<file path="config.mk">
export PLATFORM = sky130hd
export DESIGN_NAME = mipi_rx_rst_seq_flat
export DESIGN_NICKNAME = d
export VERILOG_FILES = /design/src/rtl/mipi_rx_rst_seq_if.sv /design/src/rtl/mipi_rx_rst_seq.sv /design/src/flat_wrapper.sv
export SDC_FILE = /design/constraint.sdc
export NUM_CORES = 1
export LEC_CHECK = 0
export BUFFER_PORTS_ARGS = -buffer_cell sky130_fd_sc_hd__buf_4
export CAP_MARGIN = 30
export CORE_UTILIZATION = 40
export CTS_CLUSTER_DIAMETER = 100
export DETAILED_ROUTE_END_ITERATION = 7
export PLACE_DENSITY = 0.63
export SYNTH_ARGS = -nofsm -noshare
export SYNTH_HDL_FRONTEND = slang
export SYNTH_SLANG_ARGS = --single-unit
</file>
<file path="constraint.sdc">
create_clock -name ref_clk_i -period 2.8 [get_ports ref_clk_i]
set_input_delay 0.28 -clock ref_clk_i [delete_from_list [all_inputs] [get_ports ref_clk_i]]
set_output_delay 0.28 -clock ref_clk_i [all_outputs]
set_load 0.01 [all_outputs]
</file>
<file path="src/rtl/mipi_rx_rst_seq_if.sv">
// mipi_rx_rst_seq_if: lock/restart inputs and reset/status outputs of the receive-path reset sequencer
// master (sequencer): in pll_lock_i, soft_rst_i; out pll_rst_o, pd_dphy_o, dom_rst_n_o, ready_o, fault_o, state_o, retry_cnt_o, loss_cnt_o
// slave (PHY/consumer side): the same signals with directions reversed
interface mipi_rx_rst_seq_if #(
   parameter int NUM_DOM = 3
);
   logic               pll_lock_i;
   logic               soft_rst_i;
   logic               pll_rst_o;
   logic               pd_dphy_o;
   logic [NUM_DOM-1:0] dom_rst_n_o;
   logic               ready_o;
   logic               fault_o;
   logic [2:0]         state_o;
   logic [3:0]         retry_cnt_o;
   logic [7:0]         loss_cnt_o;
   modport master (
      input  pll_lock_i, soft_rst_i,
      output pll_rst_o, pd_dphy_o, dom_rst_n_o, ready_o, fault_o, state_o, retry_cnt_o, loss_cnt_o
   );
   modport slave (
      output pll_lock_i, soft_rst_i,
      input  pll_rst_o, pd_dphy_o, dom_rst_n_o, ready_o, fault_o, state_o, retry_cnt_o, loss_cnt_o
   );
endinterface

</file>
<file path="src/rtl/mipi_rx_rst_seq.sv">
// mipi_rx_rst_seq: PLL reset, lock qualification, DPHY power-up and staggered domain reset release with retry/fault
// ref_clk_i  27 MHz reference clock
// reset_n_i  asynchronous active-low reset, deasserted through a 2-flop synchroniser
// bus        master modport: pll_lock_i (async), soft_rst_i (level) in; pll_rst_o, pd_dphy_o, dom_rst_n_o,
//            ready_o, fault_o, state_o, retry_cnt_o, loss_cnt_o out, all registered
module mipi_rx_rst_seq #(
   parameter int NUM_DOM          = 3,
   parameter int CNT_W            = 16,
   parameter int PLL_RST_CYC      = 16,
   parameter int LOCK_STABLE_CYC  = 256,
   parameter int LOCK_TIMEOUT_CYC = 4096,
   parameter int DPHY_PU_CYC      = 64,
   parameter int STAGGER_CYC      = 16,
   parameter int LOSS_FILT        = 4,
   parameter int MAX_RETRY        = 7
) (
   input logic               ref_clk_i,
   input logic               reset_n_i,
   mipi_rx_rst_seq_if.master bus
);
   typedef enum logic [2:0] {
      PLL_RST   = 3'd1,
      WAIT_LOCK = 3'd2,
      DPHY_PU   = 3'd3,
      RELEASE   = 3'd4,
      RUN       = 3'd5,
      FAULT     = 3'd6
   } state_t;
   if (NUM_DOM < 1 || NUM_DOM > 8 || MAX_RETRY < 0 || MAX_RETRY > 15 ||
       PLL_RST_CYC < 1 || LOCK_STABLE_CYC < 1 || DPHY_PU_CYC < 1 || STAGGER_CYC < 1 || LOSS_FILT < 1 ||
       LOCK_TIMEOUT_CYC <= LOCK_STABLE_CYC ||
       (PLL_RST_CYC >> CNT_W) != 0 || (LOCK_STABLE_CYC >> CNT_W) != 0 || (LOCK_TIMEOUT_CYC >> CNT_W) != 0 ||
       (DPHY_PU_CYC >> CNT_W) != 0 || (STAGGER_CYC >> CNT_W) != 0 || (LOSS_FILT >> CNT_W) != 0) begin : g_bad_param
      $error("mipi_rx_rst_seq: parameter out of range");
   end
   state_t             state;
   logic [1:0]         rst_ff;
   logic [1:0]         lock_ff;
   logic               rst_n;
   logic               lock_s;
   logic [CNT_W-1:0]   cnt;
   logic [CNT_W-1:0]   stab;
   logic [CNT_W-1:0]   lf;
   logic [CNT_W-1:0]   cnt_n;
   logic [CNT_W-1:0]   stab_n;
   logic [CNT_W-1:0]   lf_n;
   logic [NUM_DOM-1:0] dom;
   logic               pll_rst;
   logic               pd_dphy;
   logic               ready;
   logic               fault;
   logic [3:0]         retry;
   logic [7:0]         loss;
   logic               watch;
   logic               lost;
   always_ff @(posedge ref_clk_i or negedge reset_n_i)
      if (!reset_n_i) rst_ff <= '0;
      else rst_ff <= {rst_ff[0], 1'b1};
   assign rst_n = rst_ff[1];
   always_ff @(posedge ref_clk_i or negedge rst_n)
      if (!rst_n) lock_ff <= '0;
      else lock_ff <= {lock_ff[0], bus.pll_lock_i};
   assign lock_s = lock_ff[1];
   assign cnt_n  = cnt + 1'b1;
   assign stab_n = lock_s ? stab + 1'b1 : '0;
   assign lf_n   = lock_s ? '0 : lf + 1'b1;
   // lock loss is only meaningful once the PLL has been qualified
   assign watch  = state inside {DPHY_PU, RELEASE, RUN};
   assign lost   = watch && lf_n == CNT_W'(LOSS_FILT);
   always_ff @(posedge ref_clk_i or negedge rst_n)
      if (!rst_n) begin
         state   <= PLL_RST;
         cnt     <= '0;
         stab    <= '0;
         lf      <= '0;
         dom     <= '0;
         pll_rst <= 1'b1;
         pd_dphy <= 1'b1;
         ready   <= 1'b0;
         fault   <= 1'b0;
         retry   <= '0;
         loss    <= '0;
      end else if (bus.soft_rst_i) begin
         state   <= PLL_RST;
         cnt     <= '0;
         stab    <= '0;
         lf      <= '0;
         dom     <= '0;
         pll_rst <= 1'b1;
         pd_dphy <= 1'b1;
         ready   <= 1'b0;
         fault   <= 1'b0;
         retry   <= '0;
      end else if (lost) begin
         state   <= PLL_RST;
         cnt     <= '0;
         stab    <= '0;
         lf      <= '0;
         dom     <= '0;
         pll_rst <= 1'b1;
         pd_dphy <= 1'b1;
         ready   <= 1'b0;
         loss    <= loss + 8'(loss != 8'hff);
      end else begin
         lf <= watch ? lf_n : '0;
         case (state)
            PLL_RST:
               if (cnt_n == CNT_W'(PLL_RST_CYC)) begin
                  state   <= WAIT_LOCK;
                  pll_rst <= 1'b0;
                  cnt     <= '0;
                  stab    <= '0;
               end else cnt <= cnt_n;
            WAIT_LOCK: begin
               // cnt is the attempt timeout and keeps running across lock glitches
               stab <= stab_n;
               cnt  <= cnt_n;
               if (stab_n == CNT_W'(LOCK_STABLE_CYC)) begin
                  state   <= DPHY_PU;
                  pd_dphy <= 1'b0;
                  cnt     <= '0;
               end else if (cnt_n == CNT_W'(LOCK_TIMEOUT_CYC)) begin
                  cnt     <= '0;
                  stab    <= '0;
                  pll_rst <= 1'b1;
                  if (retry < 4'(MAX_RETRY)) begin
                     state <= PLL_RST;
                     retry <= retry + 4'd1;
                  end else begin
                     state <= FAULT;
                     fault <= 1'b1;
                  end
               end
            end
            DPHY_PU:
               if (cnt_n == CNT_W'(DPHY_PU_CYC)) begin
                  state <= RELEASE;
                  dom   <= NUM_DOM'(1);
                  cnt   <= '0;
               end else cnt <= cnt_n;
            RELEASE:
               // dom fills as a thermometer, so its top bit marks the last release
               if (dom[NUM_DOM-1]) begin
                  state <= RUN;
                  ready <= 1'b1;
                  retry <= '0;
               end else if (cnt_n == CNT_W'(STAGGER_CYC)) begin
                  dom <= NUM_DOM'({dom, 1'b1});
                  cnt <= '0;
               end else cnt <= cnt_n;
            default: ;
         endcase
      end
   assign bus.pll_rst_o   = pll_rst;
   assign bus.pd_dphy_o   = pd_dphy;
   assign bus.dom_rst_n_o = dom;
   assign bus.ready_o     = ready;
   assign bus.fault_o     = fault;
   assign bus.state_o     = state;
   assign bus.retry_cnt_o = retry;
   assign bus.loss_cnt_o  = loss;
endmodule

</file>
<file path="src/flat_wrapper.sv">
// flat-port wrapper written by rule: the top's interface ports become plain ports
module mipi_rx_rst_seq_flat 
#(
   parameter int NUM_DOM          = 3,
   parameter int CNT_W            = 16,
   parameter int PLL_RST_CYC      = 16,
   parameter int LOCK_STABLE_CYC  = 256,
   parameter int LOCK_TIMEOUT_CYC = 4096,
   parameter int DPHY_PU_CYC      = 64,
   parameter int STAGGER_CYC      = 16,
   parameter int LOSS_FILT        = 4,
   parameter int MAX_RETRY        = 7
)
  (ref_clk_i, reset_n_i, bus_pll_lock_i, bus_soft_rst_i, bus_pll_rst_o, bus_pd_dphy_o, bus_dom_rst_n_o, bus_ready_o, bus_fault_o, bus_state_o, bus_retry_cnt_o, bus_loss_cnt_o);
  mipi_rx_rst_seq_if #(.NUM_DOM(NUM_DOM)) bus_i ();
  input logic ref_clk_i;
  input logic reset_n_i;
  input wire logic [$bits(bus_i.pll_lock_i)-1:0] bus_pll_lock_i;
  input wire logic [$bits(bus_i.soft_rst_i)-1:0] bus_soft_rst_i;
  output wire logic [$bits(bus_i.pll_rst_o)-1:0] bus_pll_rst_o;
  output wire logic [$bits(bus_i.pd_dphy_o)-1:0] bus_pd_dphy_o;
  output wire logic [$bits(bus_i.dom_rst_n_o)-1:0] bus_dom_rst_n_o;
  output wire logic [$bits(bus_i.ready_o)-1:0] bus_ready_o;
  output wire logic [$bits(bus_i.fault_o)-1:0] bus_fault_o;
  output wire logic [$bits(bus_i.state_o)-1:0] bus_state_o;
  output wire logic [$bits(bus_i.retry_cnt_o)-1:0] bus_retry_cnt_o;
  output wire logic [$bits(bus_i.loss_cnt_o)-1:0] bus_loss_cnt_o;
  assign bus_i.pll_lock_i = bus_pll_lock_i;
  assign bus_i.soft_rst_i = bus_soft_rst_i;
  assign bus_pll_rst_o = bus_i.pll_rst_o;
  assign bus_pd_dphy_o = bus_i.pd_dphy_o;
  assign bus_dom_rst_n_o = bus_i.dom_rst_n_o;
  assign bus_ready_o = bus_i.ready_o;
  assign bus_fault_o = bus_i.fault_o;
  assign bus_state_o = bus_i.state_o;
  assign bus_retry_cnt_o = bus_i.retry_cnt_o;
  assign bus_loss_cnt_o = bus_i.loss_cnt_o;
  mipi_rx_rst_seq #(.NUM_DOM(NUM_DOM), .CNT_W(CNT_W), .PLL_RST_CYC(PLL_RST_CYC), .LOCK_STABLE_CYC(LOCK_STABLE_CYC), .LOCK_TIMEOUT_CYC(LOCK_TIMEOUT_CYC), .DPHY_PU_CYC(DPHY_PU_CYC), .STAGGER_CYC(STAGGER_CYC), .LOSS_FILT(LOSS_FILT), .MAX_RETRY(MAX_RETRY)) u_core (.ref_clk_i(ref_clk_i), .reset_n_i(reset_n_i), .bus(bus_i));
endmodule
</file>
Yosys cells after proc, flatten, opt, wreduce, memory -nomap -nowiden
Index checks and enable logic that the tools add are counted.
W data, S select, Z words.
{"block": "totals", "register_bits": 74, "word_cells": 131}
{"block": "classes", "add_sub_neg": 5, "n_lt_le_gt_ge": 1, "eq_ne": 26, "mux": 61, "bitwise": 1, "n_reduce_logical": 23}
{"op": "$mux W16", "n": 17}
{"op": "$pmux W16 S4", "n": 1}
{"op": "$add A16 B1 Y16 const B", "n": 3}
{"op": "$mux W3", "n": 13}
{"op": "$pmux W16 S2", "n": 1}
{"op": "$mux W4", "n": 6}
{"op": "$mux W1", "n": 19}
{"op": "$reduce_bool A3 Y1", "n": 6}
{"op": "$eq A16 B13 Y1 const B", "n": 1}
{"op": "$eq A16 B3 Y1 const B", "n": 1}
{"op": "$eq A16 B5 Y1 const B", "n": 1}
{"op": "$eq A16 B7 Y1 const B", "n": 1}
{"op": "$eq A16 B9 Y1 const B", "n": 1}
{"op": "$ne A4 B2 Y1 const B", "n": 3}
{"op": "$ne A4 B3 Y1 const B", "n": 3}
{"op": "$pmux W3 S4", "n": 1}
{"op": "$reduce_and A2 Y1", "n": 6}
{"op": "$reduce_and A5 Y1", "n": 2}
{"op": "$ne A3 B2 Y1 const B", "n": 3}
{"op": "$add A8 B1 Y8", "n": 1}
{"op": "$ne A8 B8 Y1 const B", "n": 1}
{"op": "$pmux W4 S2", "n": 1}
{"op": "$reduce_and A4 Y1", "n": 2}
{"op": "$reduce_bool A4 Y1", "n": 2}
{"op": "other kinds (16)", "n": 21}

Depth between registers and ports, before layout
{"block": "logic_depth", "word_depth": 7, "ltp_mapped": 12, "mapped_depth_nobuf": 9}

Worst setup path after synthesis
No wires, ideal clock.
{"block": "synth_timing", "kind": "register -> register", "from": "register u_core.stab[1]", "to": "register u_core.retry[0] (netlist: u_core.bus.retry_cnt_o[0])", "setup_ps": 125, "t_arrival_ps": 2997, "required_ps": 2675, "setup_slack_ps": -322, "path_stages_with_launch": 10, "path_buffers": 0, "path_cell_list": "dfrtp_1 -> ha_1 -> nand4_2 -> or4_2 -> xor2_1 -> or4b_4 -> nor3_4 -> o21ai_0 -> nand2_1 -> mux2_2"}
{"block": "synth_between", "elab_chain_len": 5}
{"element": "start, declared", "line": "mipi_rx_rst_seq.sv:42", "text": "logic [CNT_W-1:0] stab;"}
{"element": "start signal, assigned", "line": "mipi_rx_rst_seq.sv:116", "text": "stab <= stab_n;"}
{"element": "$add A16 B1 Y16", "line": "mipi_rx_rst_seq.sv:65", "text": "assign stab_n = lock_s ? stab + 1'b1 : '0;"}
{"element": "$mux W16", "line": "mipi_rx_rst_seq.sv:65"}
{"element": "$eq A16 B9 Y1", "line": "mipi_rx_rst_seq.sv:118", "text": "if (stab_n == CNT_W'(LOCK_STABLE_CYC)) begin"}
{"element": "$ne A3 B3 Y1 (no source line)"}
{"element": "$reduce_and A6 Y1 (no source line)"}
{"element": "end signal, assigned", "line": "mipi_rx_rst_seq.sv:128", "text": "retry <= retry + 4'd1;"}
{"element": "end, declared", "line": "mipi_rx_rst_seq.sv:52", "text": "logic [3:0] retry;"}
No other way between the ends.
A chain may end at the register's enable or synchronous reset.

Final worst setup path
{"block": "layout_timing", "from": "register u_core.stab[1]", "to": "register u_core.cnt[7]"}
{"block": "layout_between", "elab_chain_len": 7}
{"element": "$add A16 B1 Y16", "line": "mipi_rx_rst_seq.sv:65"}
{"element": "$mux W16", "line": "mipi_rx_rst_seq.sv:65"}
{"element": "$eq A16 B9 Y1", "line": "mipi_rx_rst_seq.sv:118"}
{"element": "$mux W16", "line": "mipi_rx_rst_seq.sv:118"}
{"element": "$pmux W16 S4", "line": "mipi_rx_rst_seq.sv:106", "text": "case (state)"}
{"element": "$mux W16", "line": "mipi_rx_rst_seq.sv:94", "text": "end else if (lost) begin"}
{"element": "$mux W16", "line": "mipi_rx_rst_seq.sv:83", "text": "end else if (bus.soft_rst_i) begin"}
{"element": "end signal, assigned", "line": "mipi_rx_rst_seq.sv:113", "text": "end else cnt <= cnt_n;"}
{"element": "end signal, assigned", "line": "mipi_rx_rst_seq.sv:117", "text": "cnt <= cnt_n;"}
{"element": "end signal, assigned", "line": "mipi_rx_rst_seq.sv:140", "text": "end else cnt <= cnt_n;"}
{"element": "end, declared", "line": "mipi_rx_rst_seq.sv:41", "text": "logic [CNT_W-1:0] cnt;"}
No other way between the ends.

==> results by group <==
Setup path
  • Worst R2R Path Depth: 11
  • CP peak stage delay: about 390 ps
  • CP Capture Type: flip-flop
  • Critical path peak fanout: 9
  • Delay-heaviest family, CP: simple AND/OR/NAND/NOR gates
  • WP buf/inv: 2
  • Reg2reg setup slack: 10 ps
  • CP Launch Type: flip-flop
  • Critical path depth: 11
  • Critical setup path kind: flip-flop to flip-flop
  • Setup crit start: u_core.stab[1]
  • CP Capture Point: u_core.cnt[7]
  • Slowest library cell on the worst path: dfrtp_2
  • R2r startpoint: u_core.stab[1]
  • Critical Path RT: 3000 ps
  • WP data arrival: 2990 ps
  • Crit-path cells: ha_4, nand4_4, buf_4, or3_1, a221oi_1, and4_1, nand4b_1, o221a_2, buf_12, a31oi_1, o22ai_1
  • R2r endpoint: u_core.cnt[7]

Detailed routing
  • Final WL: 11,800 um
  • DRC: 4
  • DR WL/cell: 15.8 um
  • Drt pass-1 iters: 7
  • DRT antenna net count: 0
  • DRT iter0 DRCs: about 300
  • Vias: 4,227
  • Via density: 5.65

GRT
  • Initial antenna violation count: 0
  • First-pass GRT wire length: 19,800 um
  • GR Overflow Total: 0
  • Vias in the first global route: 4,110
  • GR Util All Layers: 0.198
  • Pin count of the biggest net entering global routing: 43

Clock tree
  • CTS buffer count: 9
  • Bufs on Longest Clock Path: 2
  • Clk_lat worst skew: approximately 340 ps
  • TritonCTS clock tree: done
  • Clock sinks: 74
  • Clock Pin Slew Worst Setup and Hold Paths: 60 ps
  • CTS H-tree depth: 3
  • Clk root buf: clkbuf_16

Floorplanning
  • Rows: 39
  • IO Count: 26
  • Die width: 111 um
  • Initial Utilization: 0.413
  • Die Y-Extent: 111 um
  • Core Box Area: 11,500 sq um
  • Die area: 12,300 sq um

Layout
  • Antenna diodes: 0
  • Net count, final: between 600 and 700
  • Share of layout cells above drive strength 1: 0.289
  • Area Growth Syn to Fin: 25.4%
  • Final instance area: about 6000 sq um

Yosys
  • Ys flop type: dfrtp_1
  • Share of the synthesized area in the top cell type: 0.374
  • Syn Std Cell Area: 4750 sq um
  • Mux cell area share after synthesis: 0.0411
  • Simple-gate area share of the yosys netlist: 0.287
  • Yosys cell types: 80
  • Count leader, synth: dfrtp_1
  • Avg Cell Area, Syn: 9.13 sq um
  • Main combinational cell family by area after synthesis: simple AND/OR/NAND/NOR gates
  • Post-synth ARST share: 1.00
  • Post-synth EDFFs: 0
  • Synth cell count leaders: dfrtp_1, nand2_1, nor2_1
  • Compound-Gate Fraction of Synth Area: 0.147
  • Synth Area in Adders: 0.0158
  • Xor and xnor fraction of the mapped netlist area: 0.0608
  • Synth area leaders: dfrtp_1, xnor2_1, nand2_1, nand3_1, nor2_1
  • Syn. warnings: 0
  • Cells after Synth: 521
  • Area leader, netlist: dfrtp_1
  • Seq cells post-synth: 74
  • Sequential share of the synthesized area: 0.390
  • Syn nets: 531

STA
  • Max-slew headroom: 0.525
  • Slew @ Worst Pin: 713 ps
  • Clk_skew: 7.17 ps
  • Final min period: 2790 ps
  • Final period utilization: 0.996
  • Max-slew violations: 0
  • Final hold slack: 53.8 ps
  • Final setup fails: 0
  • Unrepaired setup endpoints after global routing: yes
  • Setup TNS: 0 ps
  • Endpoints failing hold: 0
  • FMAX: ~360 MHz

Placed design
  • PortBufs: 25
  • DP Area: 5470 sq um
  • Routability cong.: 0.883
  • HPWL Detailed: between 8000 and 9000 um

Power
  • Power density over the cells: 393 nW/um^2
  • Max VDD drop: about 0.33 mV
  • Leakage: ~2.5 nW

Status
  • Run status: finished, violations left
  • Failing checks: design-rule violations

Run
  • Max-cap check violation count: 0

Worst hold path
  • Hold crit path type: input pin to flip-flop
[area by class of cell]
class | instances | area [sq um]
flip-flops and latches | 74 | 1860
repair buffers | 100 | 812
clock inverters | 6 | 41.3
well taps | 143 | 179
multi-input cells | 401 | 2780
inverters | 14 | 52.6
clock buffers | 10 | 239
fillers | 1067 | 5550
[placed cells by master, fill, tap and decap left out, drive strengths merged, types with 6 or more instances in the layout]
cell type   n
ha          6
and3       14
a22o        6
o31ai       6
or3         8
nand2      53
xor2        7
nand4      20
a21oi      19
inv        15
and2        7
nor4       13
nor2       41
nor3       20
mux2i      15
buf        99
o21ai      21
a31oi       9
clkbuf     10
dfrtp      71
xnor2      26
nand3      33
[routing by layer]
layer | up-vias | routed length [um] | global-route usage
li1 | 2061 | - | -
met1 | 2055 | 5450 | 0.254
met3 | 23 | 403 | 0.0355
met4 | 0 | 223 | 0.0784
met5 | - | 0 | 0
met2 | 88 | 5740 | 0.331
[kinds of logic (layout without fill, tap and decap cells)]
family	Yosys count	after routing
simple gates	241	241
other cells	1	1
compound gates	101	101
xor+xnor	33	33
mux	19	19
buf+inv	46	130
fa+ha+maj	6	6
flops	74	74
[registers in the layout (all words and copies together), names as in the netlist]
signal,count
u_core.bus.state_o,3
u_core.bus.ready_o,1
u_core.bus.retry_cnt_o,4
u_core.bus.dom_rst_n_o,3
u_core.lock_ff,2
u_core.bus.fault_o,1
u_core.cnt,16
u_core.bus.pd_dphy_o,1
u_core.stab,16
u_core.bus.loss_cnt_o,8
u_core.rst_ff,2
u_core.lf,16
u_core.bus.pll_rst_o,1
[how the worst min path moves through the flow]
stage                         startpoint                end  cells after the start
after CTS                 bus_pll_lock_i  u_core.lock_ff[0]                      1
after floorplan                reset_n_i   u_core.rst_ff[0]                      0
after detailed placement       reset_n_i   u_core.rst_ff[0]                      1
after global routing      bus_pll_lock_i  u_core.lock_ff[0]                      1
after global placement         reset_n_i   u_core.rst_ff[0]                      1
final                     bus_pll_lock_i  u_core.lock_ff[0]                      1
[report_power, final]
| part | internal (W) | switching, W | leakage, nW |
|---|---|---|---|
| Clock | 0.000624 | 0.000467 | 0.131 |
| Combinational | 0.0000638 | 0.0000682 | 1.35 |
| Sequential | 0.00109 | 0.0000313 | 1.00 |
| Total | 0.00178 | 0.000566 | 2.48 |
[metrics by stage]
stage          power (W)  std cells  worst slack, ps  utilization
6_report         0.00234        748             11.9        0.518
3_3_place_gp     0.00126        726             65.9        0.475
4_1_cts          0.00237        745            -4.64        0.503
3_5_place_dp     0.00126        726             9.28        0.475
2_1_floorplan    0.00120        521            -8.65            -
5_1_grt          0.00243        748             -111        0.518
[repair_timing]
action / CTS / global route
hold endpoints to repair: 2 / 0
hold buffers: 1 / 0
pin swaps: 2 / 17
gates cloned: 1 / 0
gates resized for setup: 5 / 37
setup buffers: 1 / 3
setup endpoints to repair: 3 / 54
No activity file was read; power rests on OpenSTA's default activity.
